<file path="config.mk">
export PLATFORM = sky130hd
export DESIGN_NAME = tensor_cpu_core_flat
export DESIGN_NICKNAME = d
export VERILOG_FILES = /design/src/rtl/tensor_cpu_core_if.sv /design/src/rtl/tensor_cpu_core.sv /design/src/flat_wrapper.sv
export SDC_FILE = /design/constraint.sdc
export NUM_CORES = 2
export LEC_CHECK = 0
export CORE_UTILIZATION = 25
export DETAILED_ROUTE_END_ITERATION = 10
export HOLD_SLACK_MARGIN = 0.08
export PLACE_DENSITY = 0.46
export SETUP_SLACK_MARGIN = 0.1
export SYNTH_ARGS = -nofsm -noshare
export SYNTH_HDL_FRONTEND = slang
export SYNTH_SLANG_ARGS = --single-unit
</file>
<file path="constraint.sdc">
create_clock -name clock_in -period 15.7 [get_ports clock_in]
set_clock_uncertainty 0.1 [all_clocks]
set_input_delay 3.14 -clock clock_in [delete_from_list [all_inputs] [get_ports clock_in]]
set_output_delay 3.14 -clock clock_in [all_outputs]
set_load 0.02 [all_outputs]
</file>
<file path="src/rtl/tensor_cpu_core_if.sv">
// tensor_cpu_core_if: instruction handshake and result bus of tensor_cpu_core.
//
// Handshake: an instruction transfers on a rising clock edge when
// instr_valid_in and instr_ready_out are both high. A master that raises
// instr_valid_in must hold it and instruction_in stable until that edge.
// instr_ready_out never depends on instr_valid_in.
//
// Signals:
//   instr_valid_in    master -> core  instruction present
//   instruction_in    master -> core  [31:24] dst, [23:16] src1/imm, [15:8] src2/imm, [7:0] opcode
//   instr_ready_out   core -> master  core can accept (FSM idle)
//   cpu_output        core -> master  registered result
//   output_valid_out  core -> master  one-cycle pulse when cpu_output updates
//   status_out        core -> master  {parity, overflow, carry, zero, sign}
//   busy_out          core -> master  matrix multiply in progress (RUN or DONE)
//   done_out          core -> master  one-cycle pulse at the end of a multiply
//   fsm_state         core -> master  debug view of the sequencer state
interface tensor_cpu_core_if #(
  parameter int DATA_WIDTH = 8
);
  logic                  instr_valid_in;
  logic                  instr_ready_out;
  logic [31:0]           instruction_in;
  logic [DATA_WIDTH-1:0] cpu_output;
  logic                  output_valid_out;
  logic [4:0]            status_out;
  logic                  busy_out;
  logic                  done_out;
  logic [1:0]            fsm_state;

  modport master (
    output instr_valid_in, instruction_in,
    input  instr_ready_out, cpu_output, output_valid_out, status_out,
           busy_out, done_out, fsm_state
  );

  modport slave (
    input  instr_valid_in, instruction_in,
    output instr_ready_out, cpu_output, output_valid_out, status_out,
           busy_out, done_out, fsm_state
  );
endinterface

</file>
<file path="src/rtl/tensor_cpu_core.sv">
// tensor_cpu_core: scalar ALU core with a register file, a tensor register
// file holding A, B and C matrices, and a one-MAC-per-cycle matrix multiply
// sequencer.
//
// Ports:
//   clock_in  system clock, rising edge
//   reset_in  asynchronous active-low reset
//   bus       tensor_cpu_core_if.slave (instruction handshake, result,
//             status, busy/done, debug FSM state)
//
// Tensor RF layout: A at 0..D*D-1, B at D*D..2*D*D-1, C at 2*D*D..3*D*D-1.
module tensor_cpu_core #(
  parameter int DATA_WIDTH = 8,
  parameter int NUM_REGS   = 8,
  parameter int MATRIX_DIM = 4,
  parameter int SATURATE   = 1
) (
  input  logic              clock_in,
  input  logic              reset_in,
  tensor_cpu_core_if.slave  bus
);

  localparam int W      = DATA_WIDTH;
  localparam int D      = MATRIX_DIM;
  localparam int TSIZE  = 3 * D * D;
  localparam int B_BASE = D * D;
  localparam int C_BASE = 2 * D * D;
  localparam int TW     = $clog2(TSIZE);
  localparam int IW     = (D > 1) ? $clog2(D) : 1;
  localparam int RIW    = (NUM_REGS > 1) ? $clog2(NUM_REGS) : 1;
  localparam int ACC_W  = 2 * W + $clog2(D);
  localparam logic [IW-1:0] LAST = IW'(D - 1);
  localparam logic signed [ACC_W-1:0] SAT_MAX = ACC_W'((2 ** (W - 1)) - 1);
  localparam logic signed [ACC_W-1:0] SAT_MIN = ~SAT_MAX;

  localparam logic [7:0] OP_ADD    = 8'h00;
  localparam logic [7:0] OP_SUB    = 8'h01;
  localparam logic [7:0] OP_AND    = 8'h02;
  localparam logic [7:0] OP_OR     = 8'h03;
  localparam logic [7:0] OP_XOR    = 8'h04;
  localparam logic [7:0] OP_TLOADI = 8'h06;
  localparam logic [7:0] OP_TLOAD  = 8'h07;
  localparam logic [7:0] OP_ADDI   = 8'h09;
  localparam logic [7:0] OP_SUBI   = 8'h0A;
  localparam logic [7:0] OP_CLEAR  = 8'h0D;
  localparam logic [7:0] OP_READ   = 8'h0F;
  localparam logic [7:0] OP_TREAD  = 8'h10;
  localparam logic [7:0] OP_MATMUL = 8'h11;

  typedef enum logic [1:0] {IDLE = 2'd0, RUN = 2'd1, DONE = 2'd2} state_t;

  state_t state, state_next;

  logic [W-1:0]   regs [NUM_REGS];
  logic [W-1:0]   t_rf [TSIZE];
  logic [IW-1:0]  i, j, k;
  logic signed [ACC_W-1:0] acc;
  logic [W-1:0]   out_q;
  logic           out_valid_q;
  logic [4:0]     status_q;

  // Register index is the instruction field modulo NUM_REGS.
  function automatic logic [RIW-1:0] reg_idx(input logic [7:0] f);
    logic [8:0] m;
    m = {1'b0, f} % 9'(NUM_REGS);
    return m[RIW-1:0];
  endfunction

  logic [7:0] f_dst, f_s1, f_s2, opcode;
  assign {f_dst, f_s1, f_s2, opcode} = bus.instruction_in;

  logic accept;
  assign accept = bus.instr_valid_in & bus.instr_ready_out;

  logic [RIW-1:0] r_dst, r_s1, r_s2;
  assign r_dst = reg_idx(f_dst);
  assign r_s1  = reg_idx(f_s1);
  assign r_s2  = reg_idx(f_s2);

  // 8-bit immediates are taken as signed and resized to the datapath width.
  logic [W-1:0] imm, timm;
  assign imm  = W'($signed(f_s2));
  assign timm = W'($signed(f_s1));

  logic dst_ok, src_ok;
  assign dst_ok = int'(f_dst) < TSIZE;
  assign src_ok = int'(f_s1) < TSIZE;

  // ---------------- scalar ALU ----------------
  logic [W-1:0] op_a, op_b, alu_res;
  logic [W:0]   wide;
  logic         alu_c, alu_v, is_alu;

  always_comb begin
    op_a    = regs[r_s1];
    op_b    = (opcode == OP_ADDI || opcode == OP_SUBI) ? imm : regs[r_s2];
    wide    = '0;
    alu_res = '0;
    alu_c   = 1'b0;
    alu_v   = 1'b0;
    is_alu  = 1'b1;
    case (opcode)
      OP_ADD, OP_ADDI: begin
        wide    = {1'b0, op_a} + {1'b0, op_b};
        alu_res = wide[W-1:0];
        alu_c   = wide[W];
        alu_v   = (op_a[W-1] == op_b[W-1]) && (alu_res[W-1] != op_a[W-1]);
      end
      OP_SUB, OP_SUBI: begin
        // Top bit of the widened difference is the unsigned borrow.
        wide    = {1'b0, op_a} - {1'b0, op_b};
        alu_res = wide[W-1:0];
        alu_c   = wide[W];
        alu_v   = (op_a[W-1] != op_b[W-1]) && (alu_res[W-1] != op_a[W-1]);
      end
      OP_AND:  alu_res = op_a & op_b;
      OP_OR:   alu_res = op_a | op_b;
      OP_XOR:  alu_res = op_a ^ op_b;
      default: is_alu = 1'b0;
    endcase
  end

  // ---------------- MAC datapath ----------------
  logic [TW-1:0] a_idx, b_idx, c_idx;
  assign a_idx = TW'(int'(i) * D + int'(k));
  assign b_idx = TW'(B_BASE + int'(k) * D + int'(j));
  assign c_idx = TW'(C_BASE + int'(i) * D + int'(j));

  logic signed [ACC_W-1:0] a_ext, b_ext, sum;
  assign a_ext = ACC_W'($signed(t_rf[a_idx]));
  assign b_ext = ACC_W'($signed(t_rf[b_idx]));
  assign sum   = acc + a_ext * b_ext;

  logic [W-1:0] c_val;
  always_comb begin
    c_val = sum[W-1:0];
    if (SATURATE != 0) begin
      if (sum > SAT_MAX)      c_val = SAT_MAX[W-1:0];
      else if (sum < SAT_MIN) c_val = SAT_MIN[W-1:0];
    end
  end

  logic last_mac;
  assign last_mac = (state == RUN) && (i == LAST) && (j == LAST) && (k == LAST);

  // ---------------- FSM ----------------
  always_ff @(posedge clock_in or negedge reset_in) begin
    if (!reset_in) state <= IDLE;
    else           state <= state_next;
  end

  always_comb begin
    state_next = state;
    case (state)
      IDLE:    if (accept && opcode == OP_MATMUL) state_next = RUN;
      RUN:     if (last_mac) state_next = DONE;
      DONE:    state_next = IDLE;
      default: state_next = IDLE;
    endcase
  end

  always_comb begin
    bus.instr_ready_out = 1'b0;
    bus.busy_out        = 1'b0;
    bus.done_out        = 1'b0;
    case (state)
      IDLE:    bus.instr_ready_out = 1'b1;
      RUN:     bus.busy_out = 1'b1;
      DONE: begin
        bus.busy_out = 1'b1;
        bus.done_out = 1'b1;
      end
      default: ;
    endcase
  end

  // ---------------- state registers ----------------
  // Instructions are only accepted in IDLE and the MAC only writes in RUN,
  // so the two tensor RF writers never collide.
  always_ff @(posedge clock_in or negedge reset_in) begin
    if (!reset_in) begin
      for (int n = 0; n < NUM_REGS; n++) regs[n] <= '0;
      for (int n = 0; n < TSIZE; n++)    t_rf[n] <= '0;
      i           <= '0;
      j           <= '0;
      k           <= '0;
      acc         <= '0;
      out_q       <= '0;
      out_valid_q <= 1'b0;
      status_q    <= '0;
    end else begin
      out_valid_q <= 1'b0;
      if (accept) begin
        if (is_alu) begin
          regs[r_dst] <= alu_res;
          out_q       <= alu_res;
          out_valid_q <= 1'b1;
          status_q    <= {^alu_res, alu_v, alu_c, alu_res == '0, alu_res[W-1]};
        end else begin
          case (opcode)
            OP_TLOADI: if (dst_ok) t_rf[TW'(f_dst)] <= timm;
            OP_TLOAD:  if (dst_ok) t_rf[TW'(f_dst)] <= regs[r_s1];
            OP_READ: begin
              out_q       <= regs[r_s1];
              out_valid_q <= 1'b1;
            end
            OP_TREAD: begin
              out_q       <= src_ok ? t_rf[TW'(f_s1)] : '0;
              out_valid_q <= 1'b1;
            end
            OP_MATMUL: begin
              i   <= '0;
              j   <= '0;
              k   <= '0;
              acc <= '0;
            end
            OP_CLEAR: for (int n = 0; n < NUM_REGS; n++) regs[n] <= '0;
            default: ;
          endcase
        end
      end
      if (state == RUN) begin
        // k innermost, then j, then i; the last k of each dot product writes C.
        if (k == LAST) begin
          t_rf[c_idx] <= c_val;
          acc         <= '0;
          k           <= '0;
          if (j == LAST) begin
            j <= '0;
            i <= (i == LAST) ? '0 : i + 1'b1;
          end else begin
            j <= j + 1'b1;
          end
        end else begin
          acc <= sum;
          k   <= k + 1'b1;
        end
      end
    end
  end

  assign bus.cpu_output       = out_q;
  assign bus.output_valid_out = out_valid_q;
  assign bus.status_out       = status_q;
  assign bus.fsm_state        = state;

endmodule

</file>
<file path="src/flat_wrapper.sv">
// flat-port wrapper written by rule: the top's interface ports become plain ports
module tensor_cpu_core_flat 
#(
  parameter int DATA_WIDTH = 8,
  parameter int NUM_REGS   = 8,
  parameter int MATRIX_DIM = 4,
  parameter int SATURATE   = 1
)
  (clock_in, reset_in, bus_instr_valid_in, bus_instruction_in, bus_instr_ready_out, bus_cpu_output, bus_output_valid_out, bus_status_out, bus_busy_out, bus_done_out, bus_fsm_state);
  tensor_cpu_core_if #(.DATA_WIDTH(DATA_WIDTH)) bus_i ();
  input  logic clock_in;
  input  logic reset_in;
  input wire logic [$bits(bus_i.instr_valid_in)-1:0] bus_instr_valid_in;
  input wire logic [$bits(bus_i.instruction_in)-1:0] bus_instruction_in;
  output wire logic [$bits(bus_i.instr_ready_out)-1:0] bus_instr_ready_out;
  output wire logic [$bits(bus_i.cpu_output)-1:0] bus_cpu_output;
  output wire logic [$bits(bus_i.output_valid_out)-1:0] bus_output_valid_out;
  output wire logic [$bits(bus_i.status_out)-1:0] bus_status_out;
  output wire logic [$bits(bus_i.busy_out)-1:0] bus_busy_out;
  output wire logic [$bits(bus_i.done_out)-1:0] bus_done_out;
  output wire logic [$bits(bus_i.fsm_state)-1:0] bus_fsm_state;
  assign bus_i.instr_valid_in = bus_instr_valid_in;
  assign bus_i.instruction_in = bus_instruction_in;
  assign bus_instr_ready_out = bus_i.instr_ready_out;
  assign bus_cpu_output = bus_i.cpu_output;
  assign bus_output_valid_out = bus_i.output_valid_out;
  assign bus_status_out = bus_i.status_out;
  assign bus_busy_out = bus_i.busy_out;
  assign bus_done_out = bus_i.done_out;
  assign bus_fsm_state = bus_i.fsm_state;
  tensor_cpu_core #(.DATA_WIDTH(DATA_WIDTH), .NUM_REGS(NUM_REGS), .MATRIX_DIM(MATRIX_DIM), .SATURATE(SATURATE)) u_core (.clock_in(clock_in), .reset_in(reset_in), .bus(bus_i));
endmodule
</file>
* Word-level counts from Yosys, hierarchy flattened
Cells that the tools add are included.
W data, S select, Z words.
** Word-level totals
- Flip-flop bits (word level) :: 488
- Bits of input ports :: 35
- Output and inout port bits :: 19
- Word-level logic and storage cells :: 231
** Cells by class
- Add/subtract/negate cells :: 11
- Multipliers :: 1
- $lt $le $gt $ge :: 15
- Equal/unequal tests :: 24
- Muxes and demuxes :: 76
- Bitwise logic cells :: 12
- Reductions and logical operators :: 28
** Operator list (number)
- $mux W384 :: 6
- $bwmux W384 :: 3
- $pmux W384 S2 :: 1
- $bmux W8 S6 :: 3
- $mux W8 :: 18
- $mux W64 :: 2
- $demux W8 S6 :: 2
- $mux W18 :: 5
- $bwmux W64 :: 1
- $bmux W8 S3 :: 2
- $mux W2 :: 20
- $pmux W8 S5 :: 1
- $ge A7 B7 Y1 const B :: 5
- $not A6 Y7 :: 5
- $eq A8 B4 Y1 const B :: 4
- $demux W8 S3 :: 1
- $eq A8 B3 Y1 const B :: 3
- $add A18 B18 Y18 :: 1
- $gt A18 B8 Y1 const B :: 1
- $lt A18 B8 Y1 const B :: 1
- $eq A8 B2 Y1 const B :: 2
- $eq A8 B5 Y1 const B :: 2
- $logic_not A8 Y1 :: 2
- $lt A8 B6 Y1 const B :: 2
- 37 further kinds :: 74

* Logic depth before layout (Yosys ltp)
- Depth in word-level cells :: 14
- Mapped depth :: 35
- Depth with buffers taken out :: 31

* Least setup slack after synthesis
Ideal clock, no wire load.
- Kind :: register to register
- Start point :: register u_core.k[0]
- End point :: register u_core.t_rf[60] in the netlist's numbering
- Library setup time :: 0.077 ns
- Arrival :: 8.644 ns
- Data required time :: 15.523 ns
- Slack :: 6.879 ns
- Stages on the path, launching flop included :: 32
- Buffers on the path :: 3
- Clock period less this slack :: 8.821 ns
- Cells stage by stage :: dfrtp_1 -> clkbuf_1 -> buf_1 -> mux4_2 -> mux4_2 -> and2_1 -> fa_1 -> inv_1 -> fa_1 -> inv_1 -> fa_1 -> inv_1 -> fa_1 -> inv_1 -> ha_1 -> a21oi_1 -> o21bai_1 -> a21oi_1 -> o21bai_1 -> a21oi_1 -> xnor2_1 -> ha_1 -> and4_4 -> a221o_1 -> o31a_1 -> nor3_1 -> xnor2_1 -> nand2_1 -> nor4_4 -> a311oi_2 -> buf_4 -> o21ai_1
** Between the ends
- Longest elaborated chain between the ends :: 14
- Elaborated cells between the ends (all ways) :: 21
- Classes of those cells :: add/sub (4); mul (1); order compare (2); eq/ne (1); mux (11); bitwise (2)
** Ends and longest elaborated chain
- from (decl) :: RTL line tensor_cpu_core.sv:56 : logic [IW-1:0] i, j, k;
- from (signal assigned) :: RTL line tensor_cpu_core.sv:236 : k <= k + 1'b1;
- $add A5 B4 Y6 :: RTL line tensor_cpu_core.sv:126 : assign b_idx = TW'(B_BASE + int'(k) * D + int'(j));
- $add A6 B3 Y6 :: RTL line tensor_cpu_core.sv:126
- $not A6 Y7 (implied by the code) :: RTL line tensor_cpu_core.sv:131 : assign b_ext = ACC_W'($signed(t_rf[b_idx]));
- $bmux W8 S6 :: RTL line tensor_cpu_core.sv:131
- $mux W8 (implied by the code) (2 in a row) :: RTL line tensor_cpu_core.sv:131
- $mul A8 B8 Y16 :: RTL line tensor_cpu_core.sv:132 : assign sum = acc + a_ext * b_ext;
- $add A18 B18 Y18 :: RTL line tensor_cpu_core.sv:132
- $lt A18 B8 Y1 :: RTL line tensor_cpu_core.sv:139 : else if (sum < SAT_MIN) c_val = SAT_MIN[W-1:0];
- $mux W8 :: RTL line tensor_cpu_core.sv:139
- $mux W8 :: RTL line tensor_cpu_core.sv:138 : if (sum > SAT_MAX) c_val = SAT_MAX[W-1:0];
- $bwmux W384 :: RTL line tensor_cpu_core.sv:225 : t_rf[c_idx] <= c_val;
- $mux W384 (*) :: RTL line tensor_cpu_core.sv:224 : if (k == LAST) begin
- $mux W384 (*) :: RTL line tensor_cpu_core.sv:222 : if (state == RUN) begin
- to (signal, indexed assignment) :: RTL line tensor_cpu_core.sv:201 : OP_TLOADI: if (dst_ok) t_rf[TW'(f_dst)] <= timm;
- to (signal, indexed assignment) :: RTL line tensor_cpu_core.sv:202 : OP_TLOAD: if (dst_ok) t_rf[TW'(f_dst)] <= regs[r_s1];
- to (signal, indexed assignment) :: RTL line tensor_cpu_core.sv:225
- to (decl) :: RTL line tensor_cpu_core.sv:55 : logic [W-1:0] t_rf [TSIZE];
Every way passes the cells marked *; elsewhere a longest branch is shown, timed or not. The select of a mux whose other input is x is not followed.
A chain may end at the register's enable or synchronous reset.

* Final worst setup path
- Start point :: register u_core.j[0]
- End point :: register u_core.t_rf[58] in the netlist's numbering
** Between the ends
- Longest elaborated chain between the ends :: 13
- Elaborated cells between the ends (all ways) :: 21
- Classes of those cells :: add/sub (3); mul (1); order compare (4); mux (10); bitwise (2); reduce/logical (1)
** Ends and longest elaborated chain
- from (decl) :: RTL line tensor_cpu_core.sv:56
- from (signal assigned) :: RTL line tensor_cpu_core.sv:232 : j <= j + 1'b1;
- $add A6 B3 Y6 :: RTL line tensor_cpu_core.sv:126
- $not A6 Y7 (implied by the code) :: RTL line tensor_cpu_core.sv:131
- $bmux W8 S6 :: RTL line tensor_cpu_core.sv:131
- $mux W8 (implied by the code) (2 in a row) :: RTL line tensor_cpu_core.sv:131
- $mul A8 B8 Y16 :: RTL line tensor_cpu_core.sv:132
- $add A18 B18 Y18 :: RTL line tensor_cpu_core.sv:132
- $lt A18 B8 Y1 :: RTL line tensor_cpu_core.sv:139
- $mux W8 :: RTL line tensor_cpu_core.sv:139
- $mux W8 :: RTL line tensor_cpu_core.sv:138
- $bwmux W384 (*) :: RTL line tensor_cpu_core.sv:225
- $mux W384 (*) :: RTL line tensor_cpu_core.sv:224
- $mux W384 (*) :: RTL line tensor_cpu_core.sv:222
Marked as above.

==> flow_summary.yaml <==
global_route:
  grt_max_degree: 159
  grt.busiest_layer: "met2"
  met3_usage_pct: 3.11
  first_global_vias: 22723
  grt_pass1_wl_um: 151000
  gr-usage-met1_pct: 23.1
  gr-total-overflow: 0
  antenna_found_initial: 6
  grtUsageMet2_pct: 25.4
  grtUsageTotal_pct: 16.4
timing:
  maxSlewViolCount: 0
  holdWs_ns: 0.372
  finalSetupViolCount: 0
  finalCritPeriodShare_pct: 64.5
  fmax_ghz: 0.0988
  finalSetupTns_ns: 0
  max_slew_margin_pct: 15.6
  rsz0062_at_grt: "false"
  setup_slack_ns: 5.58
  fin_crit_ns: 10.12
  final-hold-violation-count: 0
  tightestPinTransition_ns: 1.27
clock_network:
  clkTransAtPathRegs_ns: 0.07
  clockBufferDepth: 3
  clock_latency_ns: 0.67
  clock_sinks: 488
  cts_tree: "done"
  cts_hold_buf: 0
  cts-root-buf: "clkbuf_16"
  cts.htree.levels: 2
  cts_setup_buffers: 0
  cts_made_buffers: 59
  post_cts_resized: 0
yosys:
  ys_seq_area_share_pct: 40.7
  syn_area_per_cell_um2: 10.5
  ys_seq_elements: 488
  yosysUniqueCellTypes: 76
  synth_area_leaders: "dfrtp_1, mux4_2, o21ai_0"
  synth_cells: 2850
  synth_area_um2: 30000
  synth.most_common_cell: "dfrtp_1"
  synthArstFlopShare_pct: 100
  yosys.area.top_type: "dfrtp_1"
  synth_top_area_share_pct: 40.7
  synth_edf_count: 0
  synthFlopType: "dfrtp_1"
  synth_nets: 3023
  ys_top_cells_by_count: "dfrtp_1, nand2_1, o21ai_0, mux4_2, clkbuf_1"
  yosys_warnings: 0
pwr:
  swShare_pct: 31.4
  power_switching_mw: 1.08
  comb_power_share_pct: 20.2
  intPower_mw: 2.36
  pwr_density_cell_nw_per_um2: 101
  power_frac_clock_pct: 41.1
  power.total_mw: 3.44
  leakage_nw: 14.6
  p_seq_share_pct: 38.7
  vdd.ir_drop.worst_mv: 0.0870
floorplanning:
  dieArea_um2: 121000
  die_y_um: 349
  rows: 126
  core-area_um2: 119000
  start_util_pct: 25.3
  die_w_um: 349
  io_pins: 54
worst_setup_path:
  worstSetupPathType: "flip-flop to flip-flop"
  worstPathRequired_ns: 16.09
  cp-end-kind: "flip-flop"
  startpoint: "u_core.j[0]"
  r2r_slack_ns: 5.58
  cp_max_fo: 32
  r2r-start: "u_core.j[0]"
  crit_slowest_cell: "a311oi_2"
  cpPeakStageDelay_ns: 1.09
  cp.arrival_ns: 10.51
  crit_top_cell: "fa_1"
  start_kind: "flip-flop"
placement:
  place_inst: 4363
  place_ws_ns: 5.52
  place_hpwl_um: 67400
  place_congestion: 0.855
  io_buffers: 53
drt:
  drtAntennaViolNets: 0
  vias: 22639
  viasPerCell: 5.07
  drtPass1Iterations: 6
  initialDrtViolationCount: 1785
  drt_wl_total_um: 99600
  drcViolationCount: 0
  wl_per_cell_um: 22.3
layout:
  area_growth_pct: 14.0
  multi_input_area_um2: 16600
  ff_latch_area_um2: 12200
  drive_gt1_share_pct: 14.6
  nets: 2997
  fillers: 12356
  final_cells: 4468
min_path:
  worstHoldStart: "u_core.bus.cpu_output[1]"
  hp-class: "flip-flop to flip-flop"
status:
  status: "complete, no violations"
flow_run:
  maxCapViolCount: 0
==> cell usage in the layout (no fill, tap or decap), types with 10 or more instances in the layout <==
| cell type | Yosys | final |
|---|---|---|
| a21oi_1 | 102 | 102 |
| a221oi_1 | 38 | 38 |
| a22o_1 | 49 | 49 |
| a22oi_1 | 56 | 56 |
| and2_1 | 55 | 55 |
| and3_1 | 16 | 16 |
| buf_4 | 4 | 55 |
| clkbuf_1 | 157 | 12 |
| clkbuf_16 | 0 | 59 |
| clkbuf_8 | 0 | 11 |
| clkdlybuf4s50_1 | 0 | 48 |
| clkinv_2 | 0 | 11 |
| dfrtp_1 | 488 | 484 |
| fa_1 | 58 | 58 |
| ha_1 | 80 | 80 |
| inv_1 | 129 | 129 |
| mux2i_1 | 53 | 53 |
| mux4_2 | 231 | 231 |
| nand2_1 | 463 | 463 |
| nand2b_1 | 19 | 17 |
| nand3_1 | 83 | 83 |
| nor2_1 | 95 | 94 |
| nor3_1 | 15 | 15 |
| o21ai_0 | 439 | 439 |
| o21bai_1 | 10 | 10 |
| xnor2_1 | 27 | 27 |
| xor2_1 | 10 | 10 |
==> worst paths after layout <==
kind,to,cells past startpoint
max,u_core.t_rf[58],30
min,u_core.bus.cpu_output[1],2
max reg2reg,u_core.t_rf[58],30
min reg2reg,u_core.bus.cpu_output[1],2
max in group asynchronous,u_core.t_rf[224],3
min in group asynchronous,u_core.t_rf[40],1
==> critical path: cells and delay by family, from the launching register on <==
family	cells	cell delay (ns)
compound gates	13	4.18
fa+ha+maj	6	2.48
buf+inv	5	1.06
mux	2	0.87
flops	1	0.45
simple gates	2	0.43
xor+xnor	2	0.31
==> layer usage <==
metal	up-vias	wire length, um
met4	6	2710
li1	10345	-
met5	-	37
met2	635	44700
met3	125	5990
met1	11528	46200
==> registers in the layout, summed over array words and instances, names as in the netlist <==
signal,cells
u_core.regs,64
u_core.bus.status_out,5
u_core.bus.fsm_state,2
u_core.acc,18
u_core.i,2
u_core.bus.cpu_output,8
u_core.t_rf,384
u_core.k,2
u_core.j,2
u_core.bus.output_valid_out,1
==> power groups by stage <==
| stage | Sequential [mW] | Clock (mW) | Combinational [mW] |
|---|---|---|---|
| finish | 1.33 | 1.41 | 0.696 |
| global route | 1.34 | 1.49 | 0.762 |
| floorplan | 1.34 | 0 | 0.487 |
| CTS | 1.33 | 1.45 | 0.703 |
| global placement | 1.35 | 0 | 0.700 |
| detailed placement | 1.36 | 0 | 0.702 |
==> through the flow <==
| stage | area, um^2 | utilization (%) |
|---|---|---|
| after floorplan | 30000 | - |
| after global placement | 32200 | 27.2 |
| after detailed placement | 32200 | 27.2 |
| after CTS | 34200 | 28.9 |
| after global routing | 34200 | 28.9 |
| final | 34200 | 28.9 |
==> layout make-up <==
class | instances | area share, %
sequential | 488 | 35.7
tap | 1600 | 5.85
clock buffer | 81 | 4.85
multi-input combinational | 2036 | 48.4
inverter | 130 | 1.43
antenna | 1 | 0.00731
timing repair buffer | 109 | 2.82
clock inverter | 23 | 0.925
==> cell families (layout without fill, tap and decap cells) <==
family / count (synthesis) / count (layout) / share of synthesized area, %
other cells: 0 / 1 / 0
buf+inv: 326 / 343 / 4.26
compound gates: 779 / 779 / 15.8
xor+xnor: 38 / 38 / 1.13
fa+ha+maj: 138 / 138 / 7.20
mux: 289 / 289 / 19.3
simple gates: 792 / 792 / 11.7
flops: 488 / 488 / 40.7
No activity file was read; power rests on OpenSTA's default activity.
